### config.mk
export PLATFORM = sky130hd
export DESIGN_NAME = seven_seg_to_bcd
export DESIGN_NICKNAME = d
export VERILOG_FILES = /design/src/rtl/seven_seg_to_bcd.sv
export SDC_FILE = /design/constraint.sdc
export NUM_CORES = 1
export LEC_CHECK = 0
export BUFFER_PORTS_ARGS = -buffer_cell sky130_fd_sc_hd__buf_2
export CAP_MARGIN = 20
export CORE_ASPECT_RATIO = 2
export CORE_UTILIZATION = 45
export DETAILED_ROUTE_END_ITERATION = 16
export HOLD_SLACK_MARGIN = 0.06
export PLACE_DENSITY_LB_ADDON = 0.3
export SYNTH_ARGS = -nofsm -noshare
export SYNTH_HDL_FRONTEND = slang
export SYNTH_SLANG_ARGS = --single-unit
export TNS_END_PERCENT = 30
### constraint.sdc
create_clock -name clk -period 6 [get_ports clk]
set_input_delay 1.2 -clock clk [delete_from_list [all_inputs] [get_ports clk]]
set_output_delay 1.2 -clock clk [all_outputs]
set_load 0.01 [all_outputs]
### src/rtl/seven_seg_to_bcd.sv
// rtl/seven_seg_to_bcd.sv - decodes a multiplexed 7-segment bus back into a BCD word
// Each digit must be stable for STABLE_CYCLES samples before it is accepted into the frame.
module seven_seg_to_bcd #(
  parameter int NUM_DIGITS    = 4,
  parameter int STABLE_CYCLES = 3
) (
  input  logic                    clk,
  input  logic                    reset,
  input  logic [6:0]              seg_in,
  input  logic [NUM_DIGITS-1:0]   digit_en,
  output logic [4*NUM_DIGITS-1:0] bcd_value,
  output logic                    bcd_valid,
  output logic                    frame_error,
  output logic [NUM_DIGITS-1:0]   digit_err
);

  localparam int CW = $clog2(STABLE_CYCLES + 1);
  localparam logic [CW-1:0] CNT_MAX = CW'(STABLE_CYCLES);

  logic [6:0]              seg_q;
  logic [NUM_DIGITS-1:0]   en_q;
  logic [CW-1:0]           cnt;
  logic [CW-1:0]           cnt_next;
  logic [4*NUM_DIGITS-1:0] slots;
  logic [4*NUM_DIGITS-1:0] slots_next;
  logic [NUM_DIGITS-1:0]   flags;
  logic [NUM_DIGITS-1:0]   flags_next;
  logic [NUM_DIGITS-1:0]   seen;
  logic [NUM_DIGITS-1:0]   seen_next;
  logic                    one_hot;
  logic                    accept;
  logic                    complete;
  logic [3:0]              nib;
  logic                    bad;

  always_comb begin
    nib = 4'hF;
    bad = 1'b0;
    case (seg_in)
      7'h3F: nib = 4'h0;
      7'h06: nib = 4'h1;
      7'h5B: nib = 4'h2;
      7'h4F: nib = 4'h3;
      7'h66: nib = 4'h4;
      7'h6D: nib = 4'h5;
      7'h7D: nib = 4'h6;
      7'h07: nib = 4'h7;
      7'h7F: nib = 4'h8;
      7'h67: nib = 4'h9;
      default: begin
        nib = 4'hF;
        bad = 1'b1;
      end
    endcase
  end

  always_comb begin
    one_hot = (digit_en != '0) && ((digit_en & (digit_en - 1'b1)) == '0);
    cnt_next = '0;
    if (one_hot) begin
      if (seg_in == seg_q && digit_en == en_q)
        cnt_next = (cnt == CNT_MAX) ? CNT_MAX : cnt + CW'(1);
      else
        cnt_next = CW'(1);
    end
    // Accept only on the transition into saturation so a held digit counts once.
    accept = one_hot && (cnt_next == CNT_MAX) && (cnt != CNT_MAX);

    slots_next = slots;
    flags_next = flags;
    for (int i = 0; i < NUM_DIGITS; i++) begin
      if (digit_en[i]) begin
        slots_next[4*i +: 4] = nib;
        flags_next[i]        = bad;
      end
    end
    seen_next = seen | digit_en;
    complete  = accept && (&seen_next);
  end

  always_ff @(posedge clk) begin
    if (reset) begin
      seg_q       <= '0;
      en_q        <= '0;
      cnt         <= '0;
      slots       <= '0;
      flags       <= '0;
      seen        <= '0;
      bcd_value   <= '0;
      bcd_valid   <= 1'b0;
      frame_error <= 1'b0;
      digit_err   <= '0;
    end else begin
      seg_q     <= seg_in;
      en_q      <= digit_en;
      cnt       <= cnt_next;
      bcd_valid <= complete;
      if (accept) begin
        slots <= slots_next;
        flags <= flags_next;
        if (complete) begin
          bcd_value   <= slots_next;
          digit_err   <= flags_next;
          frame_error <= |flags_next;
          seen        <= '0;
        end else begin
          seen <= seen_next;
        end
      end
    end
  end

endmodule

==> metrics.csv <==
metric,value,unit
vias in the first global route,2478,
final WL,7611,um
Slew headroom,29.87,%
"Clk Latency, worst-skew pair",0.32,ns
detailed-route vias per instance,5.740,
initial core utilization,46.32,%
Post-synth EDFFs,0,
share of post-route cells with drive strength above 1,19.71,%
DRC viols,0,
"FFs w/ async S/R, synth",0,%
ant diodes,0,
VDD IR-drop max,0.1848,mV
"CP delay by family, top",simple AND/OR/NAND/NOR gates,
mapped cell area,2899,um^2
remaining antenna violation count,0,
Worst setup EP type,flop,
clock skew,0.002396,ns
Syn Nets,335,
routability cong.,0.8566,
"Max FO, Critical Path",24,
Port Buffers,34,
RSZ-0062 raised after global routing,no,
Root Buffer,clkbuf_16,
nets,353,
# setup viols final,0,
Synth area leaders,"dfxtp_1 41%, o32ai_2 5.6%, a21oi_1 5.5%, a211oi_1 4.4%, xor2_1 3.9%",
H-tree levels,3,
first-pass iteration count of the detailed router,4,
Mean Syn Cell Area,9.003,um^2
largest net degree at the start of global routing,36,
clk buf depth,2,
"Reg clk slew, reported paths",0.05,ns
Yosys top cell by area,dfxtp_1,
CTS tree,built,
cell breakdown of the critical path,buf_2 -> xor2_1 -> nor4_1 -> and4_1 -> nand2_2 -> o32ai_1,
pwr dens,289.8,nW/um^2
die area,6787,um^2
minimum clock period,3.548,ns
Syn Inst Count,322,
Row Count,41,
"Seq/Total Area, Yosys",40.74,%
global-route wire length before repair,12070,um
crit share post-route,59.13,%
Most used DFF post-synth,dfxtp_1,
worst hold path type,reg -> reg,
FMAX,281.9,MHz
Critical Path RT,6.23,ns
CP startpoint kind,primary input,
CTS Buf Count,9,
die extent in x,58.76,um
area of the core,6259,um^2
Final Non-Filler Cells,431,
Fin Setup TNS,0,ns
"Hold-fix buffers, CTS",0,
die height,115.5,um
status,finished clean,
placed insts,415,
area delta synth->final,14.85,%
CP max-delay cell,and4_1,
Yosys warnings,0,
Wirelength per Cell,17.66,um
CTS sink cnt,59,
GRT Total Usage,24.62,%
Final HPWL DP,5416,um
postcts setup bufs,0,
"Worst Path Class, Setup",in -> reg,
Resized cells post-CTS,0,
I/O pin total,35,
Worst-Margin Slew,1.042,ns
Yosys cell types,51,
Yosys reg bits,59,
"Largest stage delay, worst path",0.83,ns
vias,2474,
CP arrival,3.77,ns
grt ovf,0,
number of max-cap violations,0,
CP bufs+invs,1,
final hold vios,0,
Static Leakage,1.257,nW
Iter 0 DRT Violations,182,
initial antenna violation count,0,
Yosys top cell area share,40.74,%
max-slew violation count,0,
power breakdown:
part | internal [mW] | switching, mW
Combinational | 0.0221 | 0.0501
Sequential | 0.397 | 0.00198
Clock | 0.332 | 0.162
Total | 0.751 | 0.214
logic make-up (layout without fill, tap and decap cells):
group	Yosys count	in the layout	share of synthesized area, %
muxes	4	4	1.381
buffers and inverters	46	69	7.639
DFF	59	59	40.74
and+or+nand+nor	99	99	18.60
AOI/OAI and AO/OA	100	100	27.41
xor gates and xnor gates	14	14	4.230
flip-flops by register name, summed over array words and instances (netlist names):
| signal | flops |
|---|---|
| flags | 4 |
| seen | 4 |
| cnt | 2 |
| frame_error | 1 |
| slots | 16 |
| en_q | 4 |
| bcd_valid | 1 |
| bcd_value | 16 |
| digit_err | 4 |
| seg_q | 7 |
cell type report:
class / count / area (um^2)
clock buffers: 14 / 254.0
multi-input cells: 217 / 1506
well taps: 86 / 107.6
flip-flops and latches: 59 / 1181
fillers: 624 / 2929
clock inverters: 2 / 35.03
repair buffers: 35 / 177.7
inverters: 18 / 67.56
metrics by stage:
stage	instance area, um^2	setup WS (ns)	hold slack [ns]	utilization [%]	power, mW
floorplan	2899	3.240	0.4446	-	0.4611
global placement	3040	2.194	0.4483	48.58	0.4776
detailed placement	3040	2.115	0.4430	48.58	0.4782
CTS	3329	2.463	0.4627	53.20	0.9749
global route	3329	2.237	0.4785	53.20	0.9983
finish	3329	2.452	0.4583	53.20	0.9649
Yosys cell counts (all sizes together) (2+ instances only):
cell type / n
o32ai: 12
o21a: 4
nand2: 16
inv: 18
nor2: 26
nand3: 6
or3: 5
nor4: 4
or4: 2
o22ai: 2
o2bb2ai: 9
clkbuf: 11
mux2i: 4
nor3b: 2
a21boi: 4
a211oi: 19
nand3b: 2
nor2b: 11
o21ai: 8
dfxtp: 59
nand2b: 4
xor2: 13
a21oi: 32
buf: 17
a31oi: 4
nor3: 9
nand4: 6
cells in the final DEF, fill, tap and decap left out, types with 4 or more instances in the layout:
master,instances
dfxtp_1,59
buf_2,34
a21oi_1,32
nor2_1,26
inv_1,18
a211oi_1,17
nand2_1,15
xor2_1,13
nor2b_1,11
o32ai_2,10
o2bb2ai_1,9
clkbuf_16,9
o21ai_0,8
nor3_1,7
nand4_1,6
nand3_1,6
or3_1,5
nand2b_1,4
nor4_1,4
mux2i_1,4
a31oi_1,4
o21a_1,4
clkbuf_1,4
path summary, 6_finish.rpt:
check | to | startpoint | cells after the start | slack, ns
min | bcd_value[1]$_SDFFE_PP0P_ | bcd_value[1]$_SDFFE_PP0P_ | 1 | 0.46
max | bcd_value[8]$_SDFFE_PP0P_ | digit_en[2] | 6 | 2.45
max reg2reg | bcd_value[8]$_SDFFE_PP0P_ | seg_q[5]$_SDFF_PP0_ | 5 | 3.27
min reg2reg | bcd_value[1]$_SDFFE_PP0P_ | bcd_value[1]$_SDFFE_PP0P_ | 1 | 0.46
layer usage:
layer  wire [um]  track usage [%]  vias to the layer above
li1            -                -                     1200
met1        2778            24.26                     1151
met2        3907            41.06                       89
met3         294            4.911                       34
met4         631            23.97                        0
met5           0                0                        -
worst reg2reg max path, stage by stage, from the launching register on:
cell and delay, ns:
dfxtp_1 0.30, xor2_1 0.16, nor4_1 0.36, and4_1 0.83, nand2_2 0.56, o32ai_1 0.42
Power figures use the tool's default switching activity.
